`config.mk`:
```
export PLATFORM = sky130hd
export DESIGN_NAME = peripheral_bcd2bin_flat
export DESIGN_NICKNAME = d
export VERILOG_FILES = /design/src/rtl/peripheral_bcd2bin_if.sv /design/src/rtl/peripheral_bcd2bin.sv /design/src/flat_wrapper.sv
export SDC_FILE = /design/constraint.sdc
export NUM_CORES = 1
export LEC_CHECK = 0
export ABC_AREA = 1
export BUFFER_PORTS_ARGS = -buffer_cell sky130_fd_sc_hd__buf_2
export CORE_MARGIN = 1
export CORE_UTILIZATION = 50
export CTS_BUF_LIST = sky130_fd_sc_hd__clkbuf_16
export CTS_CLUSTER_SIZE = 12
export DETAILED_ROUTE_END_ITERATION = 8
export PLACE_DENSITY_LB_ADDON = 0.15
export RECOVER_POWER = 50
export REMOVE_ABC_BUFFERS = 1
export SLEW_MARGIN = 20
export SYNTH_ARGS = -nofsm -noshare
export SYNTH_HDL_FRONTEND = slang
export SYNTH_SLANG_ARGS = --single-unit
export TNS_END_PERCENT = 10
```
`constraint.sdc`:
```
create_clock -name clk -period 5.6 [get_ports clk]
set_input_delay 0.56 -clock clk [delete_from_list [all_inputs] [get_ports clk]]
set_output_delay 0.56 -clock clk [all_outputs]
set_load 0.02 [all_outputs]
```
`src/rtl/peripheral_bcd2bin_if.sv`:
```
// rtl/peripheral_bcd2bin_if.sv - peripheral bus bundle for the BCD-to-binary converter
interface peripheral_bcd2bin_if;
    logic        cs;
    logic [4:2]  addr;
    logic        rd;
    logic        wr;
    logic [31:0] d_in;
    logic [31:0] d_out;

    modport master (
        output cs,
        output addr,
        output rd,
        output wr,
        output d_in,
        input  d_out
    );

    modport slave (
        input  cs,
        input  addr,
        input  rd,
        input  wr,
        input  d_in,
        output d_out
    );
endinterface

```
`src/rtl/peripheral_bcd2bin.sv`:
```
// rtl/peripheral_bcd2bin.sv - 10-digit packed BCD to 32-bit binary, one digit per clock
module peripheral_bcd2bin #(
    parameter int unsigned clk_freq = 25000000
) (
    input  logic               clk,
    input  logic               rst,
    peripheral_bcd2bin_if.slave bus
);
    if (clk_freq == 0) begin : g_bad_clk_freq
        $error("peripheral_bcd2bin: clk_freq must be non-zero");
    end

    localparam logic [2:0] A_BCD_LO = 3'b000;
    localparam logic [2:0] A_BCD_HI = 3'b001;
    localparam logic [2:0] A_CTRL   = 3'b010;
    localparam logic [2:0] A_STATUS = 3'b011;
    localparam logic [2:0] A_RESULT = 3'b100;

    typedef enum logic [1:0] {
        IDLE = 2'd0,
        CONV = 2'd1,
        DONE = 2'd2
    } state_t;

    state_t      state;
    logic [31:0] bcd_lo;
    logic [7:0]  bcd_hi;
    logic [39:0] shreg;
    logic [33:0] acc;
    logic [3:0]  cnt;
    logic        inv_seen;
    logic        ready;
    logic        overflow;
    logic        invalid;
    logic [31:0] result;

    logic        wr_sel;
    logic        rd_sel;
    logic        start;
    logic        busy;
    logic [3:0]  digit;

    assign wr_sel = bus.cs & bus.wr;
    assign rd_sel = bus.cs & bus.rd;
    assign start  = wr_sel && (bus.addr == A_CTRL) && bus.d_in[0];
    assign busy   = (state != IDLE);
    assign digit  = shreg[39:36];

    always_ff @(posedge clk or posedge rst) begin
        if (rst) begin
            state    <= IDLE;
            bcd_lo   <= '0;
            bcd_hi   <= '0;
            shreg    <= '0;
            acc      <= '0;
            cnt      <= '0;
            inv_seen <= 1'b0;
            ready    <= 1'b0;
            overflow <= 1'b0;
            invalid  <= 1'b0;
            result   <= '0;
        end else begin
            if (wr_sel && bus.addr == A_BCD_LO) bcd_lo <= bus.d_in;
            if (wr_sel && bus.addr == A_BCD_HI) bcd_hi <= bus.d_in[7:0];

            case (state)
                IDLE: begin
                    // Operands are snapshotted here; later register writes only affect the next run.
                    if (start) begin
                        shreg    <= {bcd_hi, bcd_lo};
                        acc      <= '0;
                        cnt      <= '0;
                        inv_seen <= 1'b0;
                        ready    <= 1'b0;
                        overflow <= 1'b0;
                        invalid  <= 1'b0;
                        state    <= CONV;
                    end
                end
                CONV: begin
                    acc   <= (acc << 3) + (acc << 1) + {30'd0, digit};
                    shreg <= {shreg[35:0], 4'h0};
                    if (digit > 4'd9) inv_seen <= 1'b1;
                    cnt   <= cnt + 4'd1;
                    if (cnt == 4'd9) state <= DONE;
                end
                DONE: begin
                    ready <= 1'b1;
                    if (inv_seen) begin
                        result   <= '0;
                        overflow <= 1'b0;
                        invalid  <= 1'b1;
                    end else begin
                        result   <= acc[31:0];
                        overflow <= |acc[33:32];
                        invalid  <= 1'b0;
                    end
                    state <= IDLE;
                end
                default: state <= IDLE;
            endcase
        end
    end

    // Read data reflects state before this edge's update, and is zero whenever not reading.
    always_ff @(posedge clk or posedge rst) begin
        if (rst) begin
            bus.d_out <= '0;
        end else begin
            bus.d_out <= '0;
            if (rd_sel) begin
                case (bus.addr)
                    A_STATUS: bus.d_out <= {28'd0, invalid, overflow, busy, ready};
                    A_RESULT: bus.d_out <= result;
                    default:  bus.d_out <= '0;
                endcase
            end
        end
    end
endmodule
```
`src/flat_wrapper.sv`:
```
// flat-port wrapper written by rule: the top's interface ports become plain ports
module peripheral_bcd2bin_flat 
#(
    parameter int unsigned clk_freq = 25000000
)
  (clk, rst, bus_cs, bus_addr, bus_rd, bus_wr, bus_d_in, bus_d_out);
  peripheral_bcd2bin_if bus_i ();
  input  logic clk;
  input  logic rst;
  input wire logic [$bits(bus_i.cs)-1:0] bus_cs;
  input wire logic [$bits(bus_i.addr)-1:0] bus_addr;
  input wire logic [$bits(bus_i.rd)-1:0] bus_rd;
  input wire logic [$bits(bus_i.wr)-1:0] bus_wr;
  input wire logic [$bits(bus_i.d_in)-1:0] bus_d_in;
  output wire logic [$bits(bus_i.d_out)-1:0] bus_d_out;
  assign bus_i.cs = bus_cs;
  assign bus_i.addr = bus_addr;
  assign bus_i.rd = bus_rd;
  assign bus_i.wr = bus_wr;
  assign bus_i.d_in = bus_d_in;
  assign bus_d_out = bus_i.d_out;
  peripheral_bcd2bin #(.clk_freq(clk_freq)) u_core (.clk(clk), .rst(rst), .bus(bus_i));
endmodule
```
==> Word level (Yosys, flattened, before mapping) <==
Index checks and enable logic that the tools add are counted.
{ "word_totals": {"reg_bits": 188, "in_bits": 40, "output_inout_bits": 32, "wordCells": 62} }
{ "classes": {"add_sub_neg": 3, "n_lt_le_gt_ge": 1, "eq_ne": 10, "muxes": 20, "n_bitwise": 2, "n_reduce_logical": 14} }
{ "ops": {"columns": ["operator", "n"], "rows": [
  ["40-bit case mux with 2 select lines", 1],
  ["34-bit case mux with 2 select lines", 1],
  ["32-bit 2-to-1 mux", 2],
  ["32-bit case mux with 2 select lines", 1],
  ["40-bit 2-to-1 mux", 1],
  ["34-bit adder", 1],
  ["34-bit by 4-bit adder with 34-bit output", 1],
  ["34-bit 2-to-1 mux", 1],
  ["1-bit case mux with 2 select lines", 4],
  ["4-bit case mux with 2 select lines", 1],
  ["3-bit by 2-bit equality test with 1-bit output (second input constant)", 2],
  ["2-bit by 1-bit != test with 1-bit output (second input constant)", 3],
  ["2-bit AND reduction", 3],
  ["2-bit nonzero test", 3],
  ["4-bit by 1-bit adder with 4-bit output (second input constant)", 1],
  ["4-bit equality test (second input constant)", 1],
  ["4-bit greater-than comparator (second input constant)", 1],
  ["1-bit logical AND", 4],
  ["1-bit 2-to-1 mux", 4],
  ["2-bit 2-to-1 mux", 2],
  ["4-bit 2-to-1 mux", 1],
  ["2-bit case mux with 2 select lines", 1],
  ["3-bit by 1-bit equality test with 1-bit output (second input constant)", 1],
  ["3-bit equality test (second input constant)", 1],
  ["other kinds (7)", 8]
]} }

==> Longest topological paths before layout <==
Gate-level depths: netlist of the first run.
{ "logic_depth": {"depth_word": 5, "ltp_mapped": 15, "depth_no_buf": 15} }

==> Worst setup path after synthesis of the first run <==
OpenSTA, ideal clock, no wires.
{ "synth_path": {"kind": "flip-flop to flip-flop", "startpoint": "register u_core.acc[0]", "endpoint": "register u_core.acc[22]", "setup_ps": 126, "arrival_time_ps": 2081, "path_slack_ps": 3393, "stages_incl_launch_ff": 14, "n_path_buf": 0, "period_less_slack_ps": 2207, "path_cell_list": "dfrtp_1 -> inv_1 -> fa_1 -> fa_1 -> inv_1 -> nand3_1 -> nand3_1 -> nand2_1 -> nand3_1 -> nand2_1 -> nand2_1 -> nand2_1 -> nand3_1 -> o21ai_0"} }
{ "synth_between": {"elab_chain_cells": 3} }
{ "synth_lines": {"columns": ["item", "line", "text"], "rows": [
  ["from (decl)", "peripheral_bcd2bin.sv:29", "logic [33:0] acc;"],
  ["from (signal assigned)", "peripheral_bcd2bin.sv:81", "acc <= (acc << 3) + (acc << 1) + {30'd0, digit};"],
  ["34-bit adder", "peripheral_bcd2bin.sv:81", null],
  ["34-bit by 4-bit adder with 34-bit output", "peripheral_bcd2bin.sv:81", null],
  ["34-bit case mux with 2 select lines", "peripheral_bcd2bin.sv:66", "case (state)"]
]} }
Every way passes these cells.
A chain may end at the register's enable or synchronous reset.

==> flow_summary.ini, run 1 <==
[setup_path]
r2r_setup_slack_ns = 3.04
path_class = in -> async
cp-end-kind = async pin
worstPathArrival_ns = 3.21
cp-start-kind = input port
r2r_cells = 13
crit_required_ns = 6.08
cp_max_fo = 128

[pwr]
power.leakage_nw = 6.007
power_density_mw_per_mm2 = 538.9
peakVddDrop_uv = 259.8

[cts]
cts_sinks = 188
clk-insertion-delay-late_ns = 0.43
ctsResizeCount = 0
cts_setup_buffers = 0
clockRootBuffer = clkbuf_16
cts_buffers = 17
cts.clk_slew.worst_paths_ns = 0.07
clock_path_buffers = 2
cts_tree = done
hold_buffers = 0
h-tree-depth = 4

[die]
rows = 51
die-area_mm2 = 0.02051
initial_core_util_pct = 51.08
dieWidth_um = 143.2
coreArea_mm2 = 0.01953
die_h_um = 143.2
ios = 72

[global_routing]
met2_usage_pct = 40.56
grt_pass1_wl_um = 37070
grt-busiest-layer = met2
track_usage_pct = 23.23
grt_max_degree = 129
grt_overflow = 0
grt_pass1_vias = 7600
use_met3_pct = 3.722
grtUsageMet1_pct = 29.91
antenna_found_initial = 0

[sta]
fmax_mhz = 366.6
holdWs_ns = 0.3506
slew-limit-headroom_pct = -74.96
drv_slew = 182
finalHoldViolations = 0
tightest_slew_ns = 2.624
skew_ns = 0.009134
worst_slack_ns = 2.872
finalCritPeriodShare_pct = 48.72
finalSetupViolCount = 0
rsz0062_at_grt = false
period_needed_ns = 2.728

[routing]
ant_nets = 0
drtIter0Drc = 424
wl_um = 21940
vias = 7853
route.detailed.drc = 0
drtPass1Iterations = 6
wl_per_cell_um = 13.94
avgViaCountPerCell = 4.989

[place]
gp_congestion = 0.9519
dp_worst_setup_slack_ns = 2.505
portBuffers = 71
placedCellCount = 1543
hpwl_um = 15180
dpl_cell_area_mm2 = 0.01051

[synthesis]
avgSynthCellArea_um2 = 8.043
syn_area_mm2 = 0.009973
synth-seq-cells = 188
synth_ff_type = dfrtp_1
synth_cell_type_count = 34
postSynthCellCount = 1240
synth_edf_count = 0
yosysWarnings = 0
ys_seq_area_share_pct = 47.17
async_flop_share_pct = 100.0

[layout]
final_common_cell = nand2_1
syn_to_final_growth_pct = 11.07
final_cell_mix = nand2_1, inv_1, dfrtp_1, o21ai_0
postLayoutCellArea_mm2 = 0.01108
finalNonFillerCells = 1574
regArea_mm2 = 0.004705
fillers = 1871
multi_input_area_mm2 = 0.004184
nets = 1403
antennaDiodeCount = 0
final_layout_size_suffix_gt1_share_pct = 9.091
utilization_pct = 56.73

[run_status]
status = finished, violations left
failed_checks = capacitance limit, slew limit

[run]
max_cap_violations = 3

[min_path]
hp-class = in -> reg
worstHoldPathCells = 2
worst paths after layout:
path,startpoint,endpoint
max,rst,u_core.shreg[24]$_DFFE_PP0P_
min,bus_d_in[17],u_core.bcd_lo[17]$_DFFE_PP0P_
max reg2reg,u_core.acc[2]$_DFFE_PP0P_,u_core.acc[22]$_DFFE_PP0P_
min reg2reg,u_core.bcd_lo[4]$_DFFE_PP0P_,u_core.bcd_lo[4]$_DFFE_PP0P_
max in group clk,bus_addr[0],u_core.cnt[3]$_DFFE_PP0P_
min in group asynchronous,rst,u_core.bcd_lo[30]$_DFFE_PP0P_
routing by layer:
metal | part of all wire [%] | vias to the layer above
li1 | - | 4050
met1 | 48 | 3660
met2 | 49 | 122
met3 | 2.7 | 21
met4 | 1.1 | 0
met5 | 0 | -
stage by stage:
stage	total power, mW	TNS (ns)
after floorplan	4.058	-13.87
after global placement	4.707	0
after detailed placement	4.757	0
after CTS	6.000	0
after global routing	6.522	0
final	5.969	0
synth_stat cells, types with 2 or more instances:
library cell  count  area [um2]
inv_1           231       867.1
ha_1             64       800.8
a21oi_1          44       220.2
buf_6             4       45.04
nand2_1         355        1333
clkbuf_1         17       63.81
o21bai_1          3       22.52
o21ai_0          65       325.3
nor2_4            2       22.52
dfrtp_1         188        4705
nand3_1          62       310.3
xnor2_1           4       35.03
o22ai_1          24       150.1
buf_1             3       11.26
mux2_2           12       135.1
nand4_1           3       18.77
o211ai_1         10       75.07
inv_2             3       11.26
o221ai_1         24       210.2
nor3_1           34       170.2
nor2_1           60       225.2
fa_1              2       40.04
buf_2            12       60.06
buf_4             2       15.01
xor2_1            3       26.28
state kept, by name, summed over array words and instances (netlist names):
signal,count
u_core.bcd_hi,8
u_core.ready,1
u_core.shreg,40
u_core.inv_seen,1
u_core.invalid,1
u_core.acc,34
u_core.state,2
u_core.overflow,1
u_core.bcd_lo,32
u_core.bus.d_out,32
u_core.result,32
u_core.cnt,4
area by class of cell:
| class | instances | area share (%) |
|---|---|---|
| clock buffers | 17 | 3.840 |
| clock inverters | 14 | 1.435 |
| inverters | 235 | 8.020 |
| multi-input cells | 778 | 37.77 |
| flip-flops and latches | 188 | 42.47 |
| well taps | 265 | 2.993 |
| repair buffers | 77 | 3.468 |
power breakdown:
group	switching [mW]	total, mW	internal, mW	leakage (nW)
combinational	1.81	2.78	0.971	3.28
clock	0.561	1.23	0.666	0.286
sequential	0.226	1.96	1.74	2.45
total	2.59	5.97	3.37	6.01
logic make-up (layout without fill, tap and decap cells):
kind of cell	count (synthesis)	in the layout	synth area share, %
compound gates	174	174	10.45
xor+xnor	7	7	0.6147
fa+ha+maj	66	66	8.431
buf+inv	274	343	10.88
flops	188	188	47.17
mux	12	12	1.355
simple gates	519	519	21.10
worst max-delay path, cell delays in order:
cell and delay [ns]:
clkbuf_1 0.10, clkinvlp_4 1.63, buf_4 0.84
Power figures use the tool's default switching activity.
==> run 2: changes to the inputs <==
--- a/config.mk
+++ b/config.mk
@@ -5,7 +5,7 @@
 export SDC_FILE = /design/constraint.sdc
 export NUM_CORES = 1
 export LEC_CHECK = 0
-export ABC_AREA = 1
+export ABC_AREA = 0
 export BUFFER_PORTS_ARGS = -buffer_cell sky130_fd_sc_hd__buf_2
 export CORE_MARGIN = 1
 export CORE_UTILIZATION = 50
==> constraint.sdc (replaced) <==
create_clock -name clk -period 2.25 [get_ports clk]
set_input_delay 0.225 -clock clk [delete_from_list [all_inputs] [get_ports clk]]
set_output_delay 0.225 -clock clk [all_outputs]
set_load 0.02 [all_outputs]
==> run 2 against run 1 <==
  * The flow finishes with violations (DRC, setup timing)
  * Cell count is 15% lower
  * Wire length decreased by 2.3%
  * Count of clock-buffer cells in the layout did not move
  * Critical endpoint is now u_core.acc[26]$_DFFE_PP0P_
  * Largest cell class unchanged
==> flow_summary.ini, run 2 <==
[run_status]
status = finished, violations left
failed_checks = DRC, setup timing

[pwr]
power_frac_seq_pct = 29.3
combPwrFrac_pct = 51.8
power_density_mw_per_mm2 = 1434
p_int_mw = 10.07
power.leakage_nw = 5.689
power_switching_mw = 6.743
switching_share_pct = 40.11
clock_power_share_pct = 19.0
peakVddDrop_uv = 669.8
design_power_total_mw = 16.81

[layout]
final_layout_size_suffix_gt1_share_pct = 28.08
fillers = 1495
nets = 1197
postLayoutCellArea_mm2 = 0.01172
reg.largest.list = u_core.shreg: 40 flops, u_core.acc: 34 flops
largest_reg_flops = 40
final_common_cell = dfrtp_1
syn_to_final_growth_pct = 26.37
final_cell_mix = dfrtp_1, nand2_1, buf_4, o21ai_0, buf_2
largest-register = u_core.shreg
antennaDiodeCount = 0

[setup_path]
worstPathArrival_ns = 3.26
timing.rr.end = u_core.acc[26]$_DFFE_PP0P_
cp-end-kind = flip-flop
r2r_setup_slack_ns = -0.69
cp_max_fo = 3
r2r_cells = 11
crit_required_ns = 2.57
cp_slowest_stage_delay_ns = 0.50
path_class = reg -> reg
rr_startpoint = u_core.acc[0]$_DFFE_PP0P_
slowest_stage = fa_1
cp-start-kind = flip-flop
crit_chain = inv_2 > fa_1 > buf_4 > fa_2 > nand2b_4 > a21o_1 > a31o_4 > a2111o_1 > nand2_2 > a211oi_1 > a221o_1

[min_path]
min-delay-start = bus_d_in[12]
hp-class = in -> reg
holdPathEnd = u_core.bcd_lo[12]$_DFFE_PP0P_
worstHoldPathCells = 2

[routing]
ant_nets = 0
vias = 7359
drtPass1Iterations = 8
wl_um = 21430
wl_per_cell_um = 16.08
avgViaCountPerCell = 5.521
drtIter0Drc = 405
route.detailed.drc = 8

[global_routing]
grt_pass1_vias = 7428
antenna_found_initial = 0
grt_max_degree = 61
grtUsageMet1_pct = 31.30
track_usage_pct = 24.00
use_met3_pct = 3.672
met2_usage_pct = 41.03
grt_pass1_wl_um = 36740
grt_overflow = 0
grt-busiest-layer = met2

[synthesis]
synth_top_area_cell = dfrtp_1
synth_edf_count = 0
netlist.area_leader.share_pct = 50.71
syn_area_mm2 = 0.009278
synth_cell_type_count = 55
synth.most_common_cell = dfrtp_1
synth-seq-cells = 188
yosysWarnings = 0
ys_seq_area_share_pct = 50.71
synth_ff_type = dfrtp_1
async_flop_share_pct = 100.0
postSynthCellCount = 907
avgSynthCellArea_um2 = 10.23
synth_area_leaders = dfrtp_1, ha_1, nand2_1
netlist_top_cells_count = dfrtp_1, nand2_1, o21ai_0

[sta]
holdWs_ns = 0.01255
slew-limit-headroom_pct = 18.12
period_needed_ns = 2.939
finalCritPeriodShare_pct = 130.6
finalSetupViolCount = 23
finalHoldViolations = 0
skew_ns = 0.01092
worst_slack_ns = -0.6890
fmax_mhz = 340.2
tightest_slew_ns = 1.226
drv_slew = 0
rsz0062_at_grt = true

[cts]
h-tree-depth = 4
cts.clk_slew.worst_paths_ns = 0.08
clock_path_buffers = 2
cts_sinks = 188
cts_tree = done
cts_buffers = 17
clk-insertion-delay-late_ns = 0.44
clockRootBuffer = clkbuf_16

[die]
dieWidth_um = 138.2
initial_core_util_pct = 51.30
die-area_mm2 = 0.01910
ios = 72
rows = 49
die_h_um = 138.2
coreArea_mm2 = 0.01809

[place]
dpl_cell_area_mm2 = 0.01072
portBuffers = 71
gp_congestion = 0.8746
hpwl_um = 14860

[run]
max_cap_violations = 0
[run 2: cell types whose count changed in the layout (fill, tap and decap cells not counted), sizes merged, moves of 28 or more]
cell   before  now
nand3      62    8
and2        0   29
nor2       63   23
o21ai      65  107
inv       241   26
mux2       12   40
nand2     356  154
buf        68  198
a22oi       0   39
[run 2: worst max path at each step]
stage	slack, ns	from	end	cells after the start
finish	-0.69	u_core.acc[0]$_DFFE_PP0P_	u_core.acc[26]$_DFFE_PP0P_	11
global route	-0.77	u_core.acc[0]$_DFFE_PP0P_	u_core.acc[26]$_DFFE_PP0P_	11
CTS	-0.60	u_core.acc[2]$_DFFE_PP0P_	u_core.acc[26]$_DFFE_PP0P_	10
detailed placement	-0.79	u_core.acc[2]$_DFFE_PP0P_	u_core.acc[32]$_DFFE_PP0P_	10
global placement	-0.73	u_core.acc[0]$_DFFE_PP0P_	u_core.acc[32]$_DFFE_PP0P_	10
floorplan	-3.09	rst	u_core.acc[0]$_DFFE_PP0P_	1
[run 2: power by group through the flow]
stage | clock network, mW | logic (mW) | registers [mW]
2_1_floorplan | 0 | 4.72 | 4.85
3_3_place_gp | 0 | 7.98 | 4.96
3_5_place_dp | 0 | 8.09 | 4.99
4_1_cts | 3.23 | 8.45 | 4.93
5_1_grt | 3.37 | 9.65 | 5.05
6_report | 3.19 | 8.70 | 4.92
[run 2: what timing repair did]
action                                  4_1_cts  5_1_grt
gates resized for setup                      24       21
hold buffers                                 15        0
setup buffers                                 6        2
hold endpoints to repair                     66        0
endpoints found under the setup margin       28       27
pin swaps                                    15       19
[run 2: metal layers]
metal | share of wire (%) | up-vias
met4 | 1.7 | 0
met3 | 3.4 | 30
met5 | 0 | -
li1 | - | 3581
met2 | 49 | 147
met1 | 46 | 3601
[run 2: layout make-up]
| class | count | area, um2 | share of cell area (%) |
|---|---|---|---|
| multi-input combinational | 644 | 4488 | 38.28 |
| clock inverter | 15 | 217.7 | 1.857 |
| sequential | 188 | 4705 | 40.13 |
| tap | 229 | 286.5 | 2.444 |
| timing repair buffer | 219 | 1519 | 12.96 |
| clock buffer | 17 | 425.4 | 3.629 |
| inverter | 21 | 82.58 | 0.7044 |
[run 2: worst max-delay path, delay by kind of cell (launching register included)]
family | cells | cell delay [ns]
AOI/OAI and AO/OA | 5 | 1.16
adders and majority gates | 2 | 0.83
buffers and inverters | 2 | 0.22
DFF | 1 | 0.38
and+or+nand+nor | 2 | 0.25
[run 2: per-stage QoR]
stage / instances / TNS [ns] / utilization (%) / setup WS [ns]
finish: 1333 / -10.09 / 64.82 / -0.6890
global route: 1333 / -18.08 / 64.82 / -0.7704
CTS: 1331 / -10.78 / 64.41 / -0.6045
detailed placement: 1278 / -12.35 / 59.29 / -0.7879
global placement: 1278 / -11.33 / 59.29 / -0.7258
floorplan: 853 / -767.97 / - / -3.089
[run 2: kinds of logic (layout without fill, tap and decap cells)]
group	after synthesis	count (layout)	share of synthesized area (%)
AOI/OAI and AO/OA	256	256	17.53
and+or+nand+nor	256	256	12.30
DFF	188	188	50.71
buffers and inverters	75	272	3.061
adders and majority gates	66	66	9.063
muxes	42	42	5.071
xor gates and xnor gates	24	24	2.266
